[src/rtl/load_store_unit_if.sv]
// Bus bundles for the load/store unit.
//   lsu_req_if : datapath-side request/response channel.
//                master = datapath (drives req_*), slave = load_store_unit.
//   lsu_mem_if : word-indexed data-memory channel.
//                master = load_store_unit (drives mem_addr/strobes/write data),
//                slave  = memory (returns mem_read_data combinationally).

interface lsu_req_if;
  logic        req_valid;
  logic        req_ready;
  logic        req_write;
  logic [1:0]  req_size;
  logic        req_signed;
  logic [31:0] req_addr;
  logic [31:0] req_wdata;
  logic        resp_valid;
  logic [31:0] resp_rdata;
  logic        resp_error;

  modport master (
    output req_valid, req_write, req_size, req_signed, req_addr, req_wdata,
    input  req_ready, resp_valid, resp_rdata, resp_error
  );

  modport slave (
    input  req_valid, req_write, req_size, req_signed, req_addr, req_wdata,
    output req_ready, resp_valid, resp_rdata, resp_error
  );
endinterface

interface lsu_mem_if;
  logic [31:0] mem_addr;
  logic [31:0] mem_write_data;
  logic        mem_read;
  logic        mem_write;
  logic [31:0] mem_read_data;

  modport master (
    output mem_addr, mem_write_data, mem_read, mem_write,
    input  mem_read_data
  );

  modport slave (
    input  mem_addr, mem_write_data, mem_read, mem_write,
    output mem_read_data
  );
endinterface

[src/rtl/load_store_unit.sv]
// Load/store unit: accepts byte-addressed load/store requests and drives a
// word-indexed data memory. Handles byte/half/word sizes, sign/zero
// extension, little-endian lane selection and read-modify-write for
// sub-word stores. Misaligned, out-of-range and reserved-size requests are
// answered with an error response without touching memory.
// Ports:
//   clk, rst_n : clock (posedge) and asynchronous active-low reset
//   req_bus    : request/response channel (slave side)
//   mem_bus    : data-memory channel (master side)
// Parameter:
//   MEM_AW     : log2 of memory depth in 32-bit words

module load_store_unit #(
  parameter int unsigned MEM_AW = 10
) (
  input  logic       clk,
  input  logic       rst_n,
  lsu_req_if.slave   req_bus,
  lsu_mem_if.master  mem_bus
);

  typedef enum logic [1:0] {IDLE, RD, WR, RESP} state_t;

  state_t      state_q, state_d;
  logic [31:0] addr_q, addr_d;
  logic [31:0] wdata_q, wdata_d;
  logic [31:0] rword_q, rword_d;
  logic [31:0] mem_addr_q, mem_addr_d;
  logic [1:0]  size_q, size_d;
  logic        signed_q, signed_d;
  logic        write_q, write_d;
  logic        err_q, err_d;

  logic        req_err;
  logic [31:0] lane_word;
  logic [31:0] load_val;
  logic [31:0] merged;

  always_comb begin
    req_err = 1'b0;
    if (req_bus.req_addr[31:MEM_AW+2] != '0) req_err = 1'b1;
    unique case (req_bus.req_size)
      2'b01:   if (req_bus.req_addr[0])          req_err = 1'b1;
      2'b10:   if (req_bus.req_addr[1:0] != '0)  req_err = 1'b1;
      2'b11:   req_err = 1'b1;
      default: ;
    endcase
  end

  // Next-state and request latch.
  always_comb begin
    state_d    = state_q;
    addr_d     = addr_q;
    wdata_d    = wdata_q;
    rword_d    = rword_q;
    mem_addr_d = mem_addr_q;
    size_d     = size_q;
    signed_d   = signed_q;
    write_d    = write_q;
    err_d      = err_q;
    unique case (state_q)
      IDLE: if (req_bus.req_valid) begin
        addr_d     = req_bus.req_addr;
        wdata_d    = req_bus.req_wdata;
        size_d     = req_bus.req_size;
        signed_d   = req_bus.req_signed;
        write_d    = req_bus.req_write;
        err_d      = req_err;
        mem_addr_d = {{(32-MEM_AW){1'b0}}, req_bus.req_addr[MEM_AW+1:2]};
        if (req_err)
          state_d = RESP;
        else if (req_bus.req_write && req_bus.req_size == 2'b10)
          state_d = WR;
        else
          state_d = RD;
      end
      RD: begin
        rword_d = mem_bus.mem_read_data;
        state_d = write_q ? WR : RESP;
      end
      WR:      state_d = RESP;
      RESP:    state_d = IDLE;
      default: state_d = IDLE;
    endcase
  end

  always_ff @(posedge clk or negedge rst_n) begin
    if (!rst_n) begin
      state_q    <= IDLE;
      addr_q     <= '0;
      wdata_q    <= '0;
      rword_q    <= '0;
      mem_addr_q <= '0;
      size_q     <= '0;
      signed_q   <= 1'b0;
      write_q    <= 1'b0;
      err_q      <= 1'b0;
    end else begin
      state_q    <= state_d;
      addr_q     <= addr_d;
      wdata_q    <= wdata_d;
      rword_q    <= rword_d;
      mem_addr_q <= mem_addr_d;
      size_q     <= size_d;
      signed_q   <= signed_d;
      write_q    <= write_d;
      err_q      <= err_d;
    end
  end

  // Load lane: shift the addressed byte/half down to bit 0, then extend.
  always_comb begin
    lane_word = '0;
    load_val  = rword_q;
    unique case (size_q)
      2'b00: begin
        lane_word = rword_q >> {addr_q[1:0], 3'b000};
        load_val  = {{24{signed_q & lane_word[7]}}, lane_word[7:0]};
      end
      2'b01: begin
        lane_word = rword_q >> {addr_q[1], 4'b0000};
        load_val  = {{16{signed_q & lane_word[15]}}, lane_word[15:0]};
      end
      default: load_val = rword_q;
    endcase
  end

  // Store merge: sub-word stores overwrite one lane of the word read in RD.
  always_comb begin
    merged = rword_q;
    unique case (size_q)
      2'b00:   merged[{addr_q[1:0], 3'b000} +: 8]  = wdata_q[7:0];
      2'b01:   merged[{addr_q[1], 4'b0000} +: 16]  = wdata_q[15:0];
      default: merged = wdata_q;
    endcase
  end

  // Strobes decode from the state register only, so reset drops them at once.
  always_comb begin
    req_bus.req_ready      = (state_q == IDLE);
    req_bus.resp_valid     = (state_q == RESP);
    req_bus.resp_error     = (state_q == RESP) && err_q;
    req_bus.resp_rdata     = (state_q == RESP && !err_q && !write_q) ? load_val : '0;
    mem_bus.mem_read       = (state_q == RD);
    mem_bus.mem_write      = (state_q == WR);
    mem_bus.mem_addr       = mem_addr_q;
    mem_bus.mem_write_data = (state_q == WR) ? merged : '0;
  end

endmodule

[src/flat_wrapper.sv]
// flat-port wrapper written by rule: the top's interface ports become plain ports
module load_store_unit_flat 
#(
  parameter int unsigned MEM_AW = 10
)
  (clk, rst_n, req_bus_req_valid, req_bus_req_write, req_bus_req_size, req_bus_req_signed, req_bus_req_addr, req_bus_req_wdata, req_bus_req_ready, req_bus_resp_valid, req_bus_resp_rdata, req_bus_resp_error, mem_bus_mem_addr, mem_bus_mem_write_data, mem_bus_mem_read, mem_bus_mem_write, mem_bus_mem_read_data);
  lsu_req_if req_bus_i ();
  lsu_mem_if mem_bus_i ();
  input  logic clk;
  input  logic rst_n;
  input wire logic [$bits(req_bus_i.req_valid)-1:0] req_bus_req_valid;
  input wire logic [$bits(req_bus_i.req_write)-1:0] req_bus_req_write;
  input wire logic [$bits(req_bus_i.req_size)-1:0] req_bus_req_size;
  input wire logic [$bits(req_bus_i.req_signed)-1:0] req_bus_req_signed;
  input wire logic [$bits(req_bus_i.req_addr)-1:0] req_bus_req_addr;
  input wire logic [$bits(req_bus_i.req_wdata)-1:0] req_bus_req_wdata;
  output wire logic [$bits(req_bus_i.req_ready)-1:0] req_bus_req_ready;
  output wire logic [$bits(req_bus_i.resp_valid)-1:0] req_bus_resp_valid;
  output wire logic [$bits(req_bus_i.resp_rdata)-1:0] req_bus_resp_rdata;
  output wire logic [$bits(req_bus_i.resp_error)-1:0] req_bus_resp_error;
  output wire logic [$bits(mem_bus_i.mem_addr)-1:0] mem_bus_mem_addr;
  output wire logic [$bits(mem_bus_i.mem_write_data)-1:0] mem_bus_mem_write_data;
  output wire logic [$bits(mem_bus_i.mem_read)-1:0] mem_bus_mem_read;
  output wire logic [$bits(mem_bus_i.mem_write)-1:0] mem_bus_mem_write;
  input wire logic [$bits(mem_bus_i.mem_read_data)-1:0] mem_bus_mem_read_data;
  assign req_bus_i.req_valid = req_bus_req_valid;
  assign req_bus_i.req_write = req_bus_req_write;
  assign req_bus_i.req_size = req_bus_req_size;
  assign req_bus_i.req_signed = req_bus_req_signed;
  assign req_bus_i.req_addr = req_bus_req_addr;
  assign req_bus_i.req_wdata = req_bus_req_wdata;
  assign req_bus_req_ready = req_bus_i.req_ready;
  assign req_bus_resp_valid = req_bus_i.resp_valid;
  assign req_bus_resp_rdata = req_bus_i.resp_rdata;
  assign req_bus_resp_error = req_bus_i.resp_error;
  assign mem_bus_mem_addr = mem_bus_i.mem_addr;
  assign mem_bus_mem_write_data = mem_bus_i.mem_write_data;
  assign mem_bus_mem_read = mem_bus_i.mem_read;
  assign mem_bus_mem_write = mem_bus_i.mem_write;
  assign mem_bus_i.mem_read_data = mem_bus_mem_read_data;
  load_store_unit #(.MEM_AW(MEM_AW)) u_core (.clk(clk), .rst_n(rst_n), .req_bus(req_bus_i), .mem_bus(mem_bus_i));
endmodule
[config.mk]
export PLATFORM = sky130hd
export DESIGN_NAME = load_store_unit_flat
export DESIGN_NICKNAME = d
export VERILOG_FILES = /design/src/rtl/load_store_unit_if.sv /design/src/rtl/load_store_unit.sv /design/src/flat_wrapper.sv
export SDC_FILE = /design/constraint.sdc
export NUM_CORES = 1
export LEC_CHECK = 0
export CAP_MARGIN = 40
export CELL_PAD_IN_SITES_DETAIL_PLACEMENT = 1
export CELL_PAD_IN_SITES_GLOBAL_PLACEMENT = 2
export CORE_MARGIN = 5
export CORE_UTILIZATION = 24
export DETAILED_ROUTE_END_ITERATION = 12
export GPL_TIMING_DRIVEN = 0
export PLACE_DENSITY = 0.89
export SYNTH_ARGS = -nofsm -noshare
export SYNTH_HDL_FRONTEND = slang
export SYNTH_SLANG_ARGS = --single-unit
[constraint.sdc]
create_clock -name clk -period 2.3 [get_ports clk]
set_input_delay 0.345 -clock clk [delete_from_list [all_inputs] [get_ports clk]]
set_output_delay 0.345 -clock clk [all_outputs]
set_load 0.01 [all_outputs]
# Word level (Yosys, flattened, before mapping)
# Index checks and enable logic that the tools add are counted.
dict set report totals {
  register_bits 83
  out_inout_bits 101
}
dict set report op_classes {
  add_sub_neg 2
  n_eq_ne 8
  n_shift 6
  muxes 15
  bitwise_logic 2
  reduce_logical 11
}
# op n
set ops {}
lappend ops {{$pmux W32 S2} 2}
lappend ops {{$bwmux W32} 2}
lappend ops {{$mux W32} 2}
lappend ops {{$shift A16 B7 Y32 const A} 1}
lappend ops {{$shift A8 B7 Y32 const A} 1}
lappend ops {{$shiftx A16 B7 Y32} 1}
lappend ops {{$shiftx A8 B7 Y32} 1}
lappend ops {{$shr A32 B5 Y16} 1}
lappend ops {{$shr A32 B5 Y8} 1}
lappend ops {{$reduce_bool A20 Y1} 1}
lappend ops {{$neg A5 Y7} 2}
lappend ops {{$eq A2 B2 Y1 const B} 4}
lappend ops {{$pmux W2 S4} 1}
lappend ops {{$eq A2 B1 Y1 const B} 3}
lappend ops {{$mux W2} 3}
lappend ops {{$logic_and A1 B1 Y1} 4}
lappend ops {{$logic_not A2 Y1} 2}
lappend ops {{$mux W1} 4}
lappend ops {{$pmux W1 S3} 1}
lappend ops {{$and A1 B1 Y1} 2}
lappend ops {{$logic_not A1 Y1} 2}
lappend ops {{$ne A2 B2 Y1 const B} 1}
lappend ops {{$reduce_and A2 Y1} 1}
lappend ops {{$reduce_bool A2 Y1} 1}

# Longest topological paths before layout
# Gate-level depths: netlist of the first run.
dict set report logic_depth {
  word_depth 7
  ltp_mapped 8
  depth_no_buf 6
}

# Worst setup path before layout of the first run
# No wires, ideal clock.
dict set report synth_timing {
  path_kind {register -> output}
  start {register u_core.addr_q[0]}
  end {output port mem_bus_mem_write_data[3]}
  arrival_time_ns 2.247
  slack_ns -0.292
  stages_incl_launch_ff 8
  n_path_buf 1
  cell_sequence {dfrtp_1 buf_2 inv_1 ha_1 nor3b_1 or3_1 nand2_1 a211oi_1}
}
dict set report synth_between {
  elab_chain_len 5
  word_cells_on_any_way 6
  cone_classes {add/sub: 1; shift: 2; mux: 3}
}
# element line_no
set synth_lines {}
lappend synth_lines {{start: declaration} load_store_unit.sv:25} ;# logic [31:0] addr_q, addr_d;
lappend synth_lines {{start signal: assignment} load_store_unit.sv:100} ;# addr_q <= addr_d;
lappend synth_lines {{$neg A5 Y7 *} load_store_unit.sv:132} ;# 2'b00: merged[{addr_q[1:0], 3'b000} +: 8] = wdata_q[7:0];
lappend synth_lines {{$shiftx A8 B7 Y32 / $shift A8 B7 Y32 (equally long branches)} load_store_unit.sv:132}
lappend synth_lines {{$bwmux W32 *} load_store_unit.sv:132}
lappend synth_lines {{$pmux W32 S2 *} load_store_unit.sv:131} ;# unique case (size_q)
lappend synth_lines {{$mux W32 *} load_store_unit.sv:147} ;# mem_bus.mem_write_data = (state_q == WR) ? merged : '0;
lappend synth_lines {{end: declaration} flat_wrapper.sv:22} ;# output wire logic [$bits(mem_bus_i.mem_write_data)-1:0] mem_bus_mem_write_data;
# Mark *: on every way between the ends. The rest lies on a longest branch, timed or not.

# Worst setup path after layout of the first run
dict set report layout_timing {
  start {register u_core.addr_q[1]}
  end {output port mem_bus_mem_write_data[28]}
}
dict set report layout_between {
  elab_chain_len 5
  word_cells_on_any_way 10
  cone_classes {add/sub: 2; shift: 4; mux: 4}
}
# element line_no
set layout_lines {}
lappend layout_lines {{$neg A5 Y7 (on tied branches)} {load_store_unit.sv:133, load_store_unit.sv:132}}
lappend layout_lines {{$shiftx A16 B7 Y32 (tied with other cells)} load_store_unit.sv:133} ;# 2'b01: merged[{addr_q[1], 4'b0000} +: 16] = wdata_q[15:0];
lappend layout_lines {{$bwmux W32 (on tied branches)} {load_store_unit.sv:133, load_store_unit.sv:132}}
lappend layout_lines {{$pmux W32 S2 *} load_store_unit.sv:131}
lappend layout_lines {{$mux W32 *} load_store_unit.sv:147}
# Marked as above.

==> qor.tcl, run 1 <==
set qor(synthMostInstantiatedCell) {dfrtp_1}
set qor(timing.critical_path.from_type) {flip-flop}
set qor(syn_to_final_growth_pct) 65.9
set qor(grt_met2_usage) 0.313
set qor(synthesis.instances) 531
set qor(antenna_found_initial) 1
set qor(die_w_microns) 158
set qor(cts_tree) {built}
set qor(fin_worst_hold_slack_ns) 0.0282
set qor(multi_input_gate_area_sq_mm) 0.00342
set qor(final_max_slew_viols) 0
set qor(h_tree_levels) 3
set qor(cts.reportedPaths.clkPinSlew_ns) 0.06
set qor(post-synth-top-area-fraction) 0.393
set qor(synth_commonest_cells) {dfrtp_1, mux2_2, nand2_1}
set qor(synthesis.area_per_instance_sq_um) 9.95
set qor(drt-vias-per-instance) 5.13
set qor(clk-insertion-delay-late_ns) 0.35
set qor(hold_path.class) {input pin to async pin}
set qor(placeableCoreArea_sq_mm) 0.0218
set qor(critical_path_required_ns) 1.96
set qor(vias) 5487
set qor(final_min_period_over_clock_period) 1.19
set qor(dieHeight_microns) 158
set qor(synth_edf_count) 0
set qor(synthesis.yosys.warnings) 0
set qor(worstSetupEndpointType) {output pin}
set qor(power.share.combinational) 0.591
set qor(setup.worst_path.class) {flip-flop to output pin}
set qor(cts-root-buf) {clkbuf_16}
set qor(async_set_reset_flop_share_out_of_synthesis) 1.00
set qor(finalClockSkew_ns) 0.00710
set qor(post_dp_cell_area_sq_mm) 0.00756
set qor(total_die_area_sq_mm) 0.0251
set qor(total_leakage_power_nw) 3.82
set qor(timing_worst_slew_pin_value_ns) 0.660
set qor(max_clock_freq_mhz) 367
set qor(syn_area_sq_mm) 0.00528
set qor(layout_setup_ws_ns) -0.427
set qor(synth_seq_cells) 83
set qor(final-setup-viol-count) 61
set qor(run_status) {complete, but fails checks}
set qor(wirelength_microns) 23900
set qor(part_of_the_yosys_area_used_for_sequential_elements) 0.393
set qor(start_util) 0.243
set qor(first_pass_iters) 5
set qor(hold_buffers) 0
set qor(global_route_wire_length_before_repair_microns) 35000
set qor(synth_area_leaders) {dfrtp_1, mux2_2, nand2_1, mux2i_1, buf_4}
set qor(gp_congestion) 0.888
set qor(failed_checks) {negative setup slack}
set qor(grt_busiest_layer) {met2}
set qor(power.density_mw_per_mm2) 1500
set qor(detail_route.iter0.violations) 354
set qor(nNetsFinal) 900
set qor(post-route-cell-area_sq_mm) 0.00876
set qor(number_of_global_route_vias_before_repair) 5966
set qor(remaining_drc_errors) 0
set qor(clk_path_buf_depth) 2
set qor(swShare) 0.442
set qor(maxSlewHeadroom) 0.560
set qor(ir_drop_mv) 0.528
set qor(rows) 54
set qor(p_int_w) 0.00733
set qor(power.share.clock) 0.144
set qor(seqPwrFrac) 0.265
set qor(final-hold-violation-count) 0
set qor(global_route.usage.met3) 0.0525
set qor(critical-path-max-stage-delay_ns) 0.39
set qor(critPathMaxFanout) 4
set qor(fillers) 2441
set qor(sequential_cell_area_sq_mm) 0.00208
set qor(unrepaired_setup_endpoints_after_global_routing) {yes}
set qor(routedWlPerCell_microns) 22.3
set qor(crit_slowest_cell) {dfrtp_2}
set qor(groute.layer.met1.usage) 0.218
set qor(dp_hpwl_microns) 16900
set qor(ant_nets) 0
set qor(layout-drive-gt1-share) 0.417
set qor(finalCriticalPeriod_ns) 2.73
set qor(grt_max_degree) 49
set qor(worst_ep_arrival_time_ns) 2.38
set qor(cap_viol_max_count) 0
set qor(synth_cell_type_count) 44
set qor(worstPathCellList) {buf_8 > clkinvlp_4 > ha_4 > nor4bb_4 > buf_4 > buf_12 > a221o_1 > a22oi_1 > nor2_1 > buf_2}
set qor(ys_dominant_reg_cell) {dfrtp_1}
set qor(place.port_buffers) 181
set qor(numCtsBuffers) 9
set qor(grtUsageTotal) 0.184
set qor(overflow) 0
set qor(ios) 204
set qor(tritoncts_num_sinks) 83
set qor(switchingPower_w) 0.00581
set qor(netlist.top_cell.by_area) {dfrtp_1}
kinds of logic (layout without fill, tap and decap cells):
| logic type | Yosys count | after routing | synth area share |
|---|---|---|---|
| buf+inv | 83 | 320 | 0.0779 |
| compound gates | 129 | 129 | 0.177 |
| mux | 96 | 96 | 0.215 |
| flops | 83 | 83 | 0.393 |
| simple gates | 127 | 127 | 0.107 |
| other cells | 1 | 23 | 0.000710 |
| fa+ha+maj | 12 | 12 | 0.0284 |
worst max-delay path: cells and delay by family (launching register included):
kind / cells / cell delay [ns]
buffers and inverters: 5 / 0.72
and+or+nand+nor: 2 / 0.43
DFF: 1 / 0.39
adders and majority gates: 1 / 0.30
AOI/OAI and AO/OA: 2 / 0.20
stage by stage:
| step | std cells | power (W) | TNS [ns] | util | setup WS [ns] |
|---|---|---|---|---|---|
| global route | 1070 | 0.0138 | -22.42 | 0.403 | -0.525 |
| global placement | 1013 | 0.00934 | -233.82 | 0.347 | -2.33 |
| CTS | 1064 | 0.0125 | -16.23 | 0.392 | -0.402 |
| floorplan | 552 | 0.00675 | -0.0386 | - | -0.0386 |
| detailed placement | 1014 | 0.00950 | -42.45 | 0.347 | -1.06 |
| finish | 1070 | 0.0131 | -17.84 | 0.403 | -0.427 |
timing repair:
action                                  in CTS  in global routing
buffers inserted                            36                 10
gates cloned                                 2                  0
pin swaps                                   59                 38
gates resized for setup                    404                 51
endpoints found under the setup margin      64                 74
power groups by stage:
stage / sequential, W / clock (W) / combinational [W]
3_5_place_dp: 0.00339 / 0 / 0.00610
6_report: 0.00348 / 0.00189 / 0.00777
2_1_floorplan: 0.00283 / 0 / 0.00393
5_1_grt: 0.00353 / 0.00198 / 0.00830
3_3_place_gp: 0.00336 / 0 / 0.00598
4_1_cts: 0.00339 / 0.00193 / 0.00716
registers in the layout, indices dropped and copies added (netlist names), 2 cells and up:
| register | count |
|---|---|
| u_core.addr_q | 2 |
| u_core.mem_bus.mem_addr | 10 |
| u_core.rword_q | 32 |
| u_core.size_q | 2 |
| u_core.state_q | 2 |
| u_core.wdata_q | 32 |
layout by cell type, fill, tap and decap left out, types with 6 or more instances in the layout:
master	Yosys	routed
clkdlybuf4s50_1	0	116
dfrtp_1	83	79
mux2_2	72	70
buf_2	7	51
buf_4	22	50
buf_6	1	35
nand2_1	50	34
nor2_1	40	31
conb_1	1	22
o21ai_0	23	21
a21oi_1	21	21
inv_1	21	19
mux2i_1	17	17
a221o_1	16	16
clkbuf_1	21	12
clkbuf_16	0	11
o22ai_1	12	11
nand2_2	0	9
a22oi_1	17	9
a22oi_2	0	8
a22o_1	8	8
a222oi_1	8	8
nand2_4	0	7
a221oi_2	0	7
mux4_2	7	7
nor3_4	0	7
ha_1	12	7
nor2_2	0	6
buf_1	9	6
path summary, 6_finish.rpt:
| path | from | endpoint | slack [ns] | depth (start not counted) |
|---|---|---|---|---|
| max | u_core.addr_q[1] | mem_bus_mem_write_data[28] | -0.43 | 10 |
| min | rst_n | u_core.rword_q[6] | 0.03 | 1 |
| max reg2reg | u_core.state_q[0] | u_core.wdata_q[20] | 0.13 | 6 |
| min reg2reg | u_core.mem_bus.mem_addr[5] | u_core.mem_bus.mem_addr[5] | 0.51 | 1 |
| max in group asynchronous | rst_n | u_core.addr_q[0] | 1.60 | 2 |
| min in group clk | u_core.mem_bus.mem_addr[5] | u_core.mem_bus.mem_addr[5] | 0.51 | 1 |
layer usage:
layer / up-vias / share of wire
met4: 0 / 0.038
met2: 264 / 0.49
met1: 2735 / 0.38
met5: - / 0
met3: 54 / 0.090
li1: 2434 / -
layout make-up:
cell class	count	area share
diodes	1	0.000286
clock inverters	5	0.0171
well taps	280	0.0400
inverters	22	0.0103
plain buffers	57	0.0460
repair buffers	226	0.233
clock buffers	10	0.0261
flip-flops and latches	83	0.238
multi-input cells	386	0.390
Power figures use the tool's default switching activity.
==> inputs of run 2 (changes only) <==
- REMOVE_ABC_BUFFERS: unset -> 1
==> qor.tcl, run 2 (synthesis results as in run 1) <==
set qor(layout_setup_ws_ns) -0.462 ;# -0.0349 ns
set qor(rows) 54 ;# unchanged
set qor(placeableCoreArea_sq_mm) 0.0218 ;# unchanged
set qor(remaining_drc_errors) 0 ;# unchanged
set qor(cap_viol_max_count) 0 ;# unchanged
set qor(die_w_microns) 158 ;# unchanged
set qor(start_util) 0.243 ;# unchanged
set qor(total_die_area_sq_mm) 0.0251 ;# unchanged
set qor(cts.reportedPaths.clkPinSlew_ns) 0.06 ;# about the same
set qor(cts_tree) {built}
set qor(total_power_w) 0.0129 ;# -1.9%
set qor(final-hold-violation-count) 0 ;# unchanged
set qor(overflow) 0 ;# unchanged
set qor(setup.worst_path.class) {flip-flop to output pin}
set qor(finalCriticalPeriod_ns) 2.76 ;# +0.0349 ns
set qor(unrepaired_setup_endpoints_after_global_routing) {yes}
set qor(detail_route.iter0.violations) 255 ;# -28%
set qor(failed_checks) {negative setup slack}
set qor(run_status) {complete, but fails checks}
set qor(totalNegativeSetupSlack_ns) -18.95 ;# -1.11 ns
set qor(worstSetupEndpointType) {output pin}
set qor(fillers) 2402 ;# -1.6%
set qor(routedWlPerCell_microns) 22.2 ;# -0.76%
set qor(final_max_slew_viols) 0 ;# unchanged
set qor(layout.cells.most_common) {clkdlybuf4s50_1}
set qor(final_min_period_over_clock_period) 1.20 ;# +0.0152
set qor(layout.cells.most_common_list) {clkdlybuf4s50_1, dfrtp_1, mux2_2, buf_4, buf_2}
set qor(number_of_global_route_vias_before_repair) 5577 ;# -6.5%
set qor(global_route_wire_length_before_repair_microns) 33500 ;# -4.4%
set qor(ios) 204 ;# unchanged
set qor(h_tree_levels) 3 ;# unchanged
set qor(cts-root-buf) {clkbuf_16}
set qor(vias) 5204 ;# -5.2%
set qor(drt-vias-per-instance) 5.00 ;# -2.5%
set qor(place.port_buffers) 181 ;# unchanged
set qor(timing_worst_slew_pin_value_ns) 0.658 ;# -0.00248 ns
set qor(wirelength_microns) 23100 ;# -3.5%
set qor(placedCellCount) 963 ;# -5.0%
set qor(gp_congestion) 0.740 ;# -17%
set qor(finalClockSkew_ns) 0.00781 ;# +0.000710 ns
set qor(power.density_mw_per_mm2) 1470 ;# -2.1%
set qor(final-setup-viol-count) 63 ;# +3.3%
set qor(antenna_found_initial) 0 ;# -1
set qor(dieHeight_microns) 158 ;# unchanged
set qor(max_clock_freq_mhz) 362 ;# -1.3%
set qor(grtUsageTotal) 0.176 ;# -0.00856
set qor(critical_path_required_ns) 1.96 ;# about the same
set qor(timing.critical_path.from_type) {flip-flop}
set qor(syn_to_final_growth_pct) 66.3
set qor(clk_path_buf_depth) 2 ;# unchanged
set qor(ant_nets) 0 ;# unchanged
set qor(ir_drop_mv) 0.560 ;# +6.1%
set qor(clk-insertion-delay-late_ns) 0.35 ;# about the same
set qor(finish.cell_count_without_fillers) 1041 ;# -2.7%
set qor(tritoncts_num_sinks) 83 ;# unchanged
set qor(layout-drive-gt1-share) 0.424 ;# +0.00670
set qor(first_pass_iters) 5 ;# unchanged
set qor(maxSlewHeadroom) 0.561 ;# +0.00117
set qor(numCtsBuffers) 9 ;# unchanged
set qor(total_leakage_power_nw) 3.78 ;# -0.85%
set qor(worst_ep_arrival_time_ns) 2.42 ;# +0.04 ns
set qor(dp_hpwl_microns) 15500 ;# -8.4%
set qor(hold_path.class) {input pin to async pin}
set qor(nNetsFinal) 871 ;# -3.2%
set qor(critPathMaxFanout) 8 ;# +4
set qor(grt_max_degree) 44 ;# -10%
==> run 2: cell types whose count changed in the layout (fill, tap and decap cells not counted), sizes merged <==
cell      before  now
inv           20   19
bufinv         5    1
clkbuf        29   13
buf          148  137
clkinv         1    2
bufbuf         0    1
clkinvlp       1    2
==> run 2: critical path: stages, from the launching register on <==
cell and delay (ns):
dfrtp_2 0.38, buf_12 0.13, clkinvlp_4 0.15, ha_4 0.27, buf_4 0.14, nor3b_4 0.23, buf_6 0.16, or3_4 0.12
nand2_1 0.06, a211oi_2 0.24, buf_2 0.18
==> run 2: repair_timing <==
action                     in CTS  in global routing
setup endpoints to repair      65                 65
pin swaps                      27                 28
setup buffers                  42                 20
hold buffers                    0                  0
resized for setup             416                 42
hold endpoints to repair        0                  0
cloned                          1                  0
==> run 2: cell type report <==
cell class | count | area [sq um] | share of cell area
multi-input cells | 386 | 3430 | 0.391
repair buffers | 254 | 2520 | 0.287
flip-flops and latches | 83 | 2090 | 0.238
well taps | 280 | 350 | 0.0399
clock buffers | 13 | 260 | 0.0296
inverters | 22 | 91.3 | 0.0104
clock inverters | 2 | 35.0 | 0.00399
diodes | 1 | 2.50 | 0.000285
==> run 2: final timing paths <==
check	from	to	slack, ns	cells past startpoint
min in group clk	u_core.mem_bus.mem_addr[5]	u_core.mem_bus.mem_addr[5]	0.50	1
max in group asynchronous	rst_n	u_core.size_q[0]	1.65	2
min	rst_n	u_core.err_q	0.001	1
max	u_core.addr_q[1]	mem_bus_mem_write_data[3]	-0.46	10
max reg2reg	u_core.state_q[1]	u_core.state_q[0]	0.34	7
min reg2reg	u_core.mem_bus.mem_addr[5]	u_core.mem_bus.mem_addr[5]	0.50	1
==> run 2: per-layer routing <==
metal  track usage  vias up  share of wire
met2         0.305      175           0.51
li1              -     2373              -
met1         0.215     2630           0.40
met3        0.0470       26          0.070
met4        0.0491        0          0.017
met5             0        -              0
==> run 2: power by group <==
part           switching [W]  leakage [nW]  internal, W
combinational        0.00382          2.66      0.00418
clock               0.000631         0.146     0.000896
sequential           0.00113         0.980      0.00223
total                0.00558          3.78      0.00731
==> run 2: metrics by stage <==
stage,worst slack [ns],utilization,area [sq um],hold slack (ns)
after floorplan,-1.10,-,5030,0.0494
after global placement,-3.59,0.331,7200,0.487
after detailed placement,-1.47,0.340,7390,0.397
after CTS,-0.398,0.387,8420,0.0256
after global routing,-0.542,0.404,8780,0.0321
final,-0.462,0.404,8790,0.00117
==> inputs of run 3 (changes only) <==
- SLEW_MARGIN: unset -> 20
==> qor.tcl, run 3 (synthesis results as in run 1) <==
set qor(run_status) {complete, but fails checks}
set qor(failed_checks) {negative setup slack}
set qor(final_min_period_over_clock_period) 1.19 ;# -0.0108
set qor(global_route_wire_length_before_repair_microns) 33700 ;# +0.66%
set qor(layout_setup_ws_ns) -0.437 ;# +0.0249 ns
set qor(layout.cells.most_common) {clkdlybuf4s50_1}
set qor(drt-vias-per-instance) 5.01 ;# +0.27%
set qor(critical_path_required_ns) 1.96 ;# about the same
set qor(cts-root-buf) {clkbuf_16}
set qor(die_w_microns) 158 ;# unchanged
set qor(total_die_area_sq_mm) 0.0251 ;# unchanged
set qor(post_dp_cell_area_sq_mm) 0.00739 ;# about the same
set qor(rows) 54 ;# unchanged
set qor(detail_route.iter0.violations) 264 ;# +3.5%
set qor(total_power_w) 0.0128 ;# -1.0%
set qor(wirelength_microns) 22700 ;# -1.7%
set qor(max_clock_freq_mhz) 365 ;# +0.91%
set qor(number_of_global_route_vias_before_repair) 5631 ;# +0.97%
set qor(start_util) 0.243 ;# unchanged
set qor(clk_path_buf_depth) 2 ;# unchanged
set qor(final_max_slew_viols) 0 ;# unchanged
set qor(cts.reportedPaths.clkPinSlew_ns) 0.07 ;# about the same
set qor(post-route-cell-area_sq_mm) 0.00867 ;# -1.3%
set qor(placeableCoreArea_sq_mm) 0.0218 ;# unchanged
set qor(antenna_found_initial) 0 ;# unchanged
set qor(worst_ep_arrival_time_ns) 2.39 ;# -0.03 ns
set qor(critPathMaxFanout) 6 ;# -2
set qor(timing_worst_slew_pin_value_ns) 0.719 ;# +0.0613 ns
set qor(vias) 5188 ;# -0.31%
set qor(tritoncts_num_sinks) 83 ;# unchanged
set qor(place.port_buffers) 181 ;# unchanged
set qor(maxSlewHeadroom) 0.520 ;# -0.0404
set qor(grtUsageTotal) 0.177 ;# +0.00118
set qor(ios) 204 ;# unchanged
set qor(grt_max_degree) 53 ;# +20%
set qor(dp_hpwl_microns) 15200 ;# -2.2%
set qor(cap_viol_max_count) 0 ;# unchanged
set qor(power.density_mw_per_mm2) 1470 ;# +0.28%
set qor(ant_nets) 0 ;# unchanged
set qor(remaining_drc_errors) 0 ;# unchanged
set qor(total_leakage_power_nw) 3.72 ;# -1.6%
set qor(finalCriticalPeriod_ns) 2.74 ;# -0.0249 ns
set qor(h_tree_levels) 3 ;# unchanged
set qor(final-setup-viol-count) 62 ;# -1.6%
set qor(dieHeight_microns) 158 ;# unchanged
set qor(hold_path.class) {input pin to async pin}
set qor(numCtsBuffers) 9 ;# unchanged
set qor(insertedDiodeCount) 0 ;# -1
set qor(first_pass_iters) 4 ;# -1
set qor(layout.cells.most_common_list) {clkdlybuf4s50_1, dfrtp_1, mux2_2, buf_2, buf_6}
set qor(overflow) 0 ;# unchanged
set qor(layout-drive-gt1-share) 0.423 ;# -0.00117
set qor(setup.worst_path.class) {flip-flop to output pin}
set qor(routedWlPerCell_microns) 21.9 ;# -1.1%
set qor(unrepaired_setup_endpoints_after_global_routing) {yes}
set qor(fin_worst_hold_slack_ns) 0.484 ;# +0.483 ns
set qor(worstSetupEndpointType) {output pin}
set qor(clk-insertion-delay-late_ns) 0.35 ;# about the same
set qor(gp_congestion) 0.740 ;# unchanged
set qor(timing.critical_path.from_type) {flip-flop}
set qor(nNetsFinal) 865 ;# -0.69%
set qor(ir_drop_mv) 0.508 ;# -9.3%
set qor(finalClockSkew_ns) 0.00633 ;# -0.00148 ns
set qor(cts_tree) {built}
set qor(final-hold-violation-count) 0 ;# unchanged
set qor(syn_to_final_growth_pct) 64.1
## run 3: final timing paths
check / from / end / slack, ns / cells after the start
setup / recovery: u_core.addr_q[1] / req_bus_resp_rdata[9] / -0.44 / 8
hold / removal: rst_n / u_core.err_q / 0.48 / 2
setup reg to reg: u_core.state_q[0] / u_core.state_q[0] / 0.27 / 7
hold reg to reg: u_core.mem_bus.mem_addr[5] / u_core.mem_bus.mem_addr[5] / 0.50 / 1
max in group asynchronous: rst_n / u_core.size_q[0] / 1.23 / 3
min in group clk: u_core.mem_bus.mem_addr[5] / u_core.mem_bus.mem_addr[5] / 0.50 / 1
## run 3: layer usage
layer  global-route usage  routed length [microns]  vias up
met3               0.0457                     1450       27
met5                    0                        0        -
li1                     -                        -     2362
met2                0.313                    11700      156
met4               0.0585                      452        0
met1                0.209                     9120     2643
## run 3: area by class of cell
| cell class | instances | area, sq um |
|---|---|---|
| fill | 2434 | 13100 |
| multi-input combinational | 386 | 3430 |
| timing repair buffer | 248 | 2420 |
| sequential | 83 | 2090 |
| tap | 280 | 350 |
| clock buffer | 11 | 243 |
| inverter | 22 | 87.6 |
| clock inverter | 5 | 52.6 |
## run 3: power breakdown
| group | switching [W] | total (W) | internal (W) | leakage [nW] |
|---|---|---|---|---|
| Combinational | 0.00376 | 0.00791 | 0.00415 | 2.60 |
| Clock | 0.000637 | 0.00150 | 0.000867 | 0.145 |
| Sequential | 0.00110 | 0.00334 | 0.00223 | 0.980 |
| Total | 0.00550 | 0.0128 | 0.00725 | 3.72 |
## run 3: stage by stage
step / setup slack, ns / utilization / setup TNS (ns) / cells
2_1_floorplan: -1.10 / - / -38.22 / 491
3_3_place_gp: -3.59 / 0.331 / -394.31 / 952
3_5_place_dp: -1.44 / 0.340 / -62.82 / 960
4_1_cts: -0.409 / 0.383 / -15.83 / 1021
5_1_grt: -0.524 / 0.399 / -23.21 / 1035
6_report: -0.437 / 0.399 / -18.50 / 1035
## run 3: worst max-delay path, cell delays in order (launching register included)
cell and delay (ns):
dfrtp_2 0.42, buf_12 0.14, buf_4 0.14, mux2_4 0.33, a32o_2 0.32, o21ai_4 0.30
buf_6 0.16, a221oi_2 0.06, buf_4 0.17
## run 3: repair_timing
action | in CTS | in global routing
endpoints found under the hold margin | 40 | 0
setup buffers | 42 | 17
gates resized for setup | 396 | 61
setup endpoints to repair | 65 | 63
cloned | 2 | 0
hold buffers | 1 | 0
pin swaps | 34 | 42
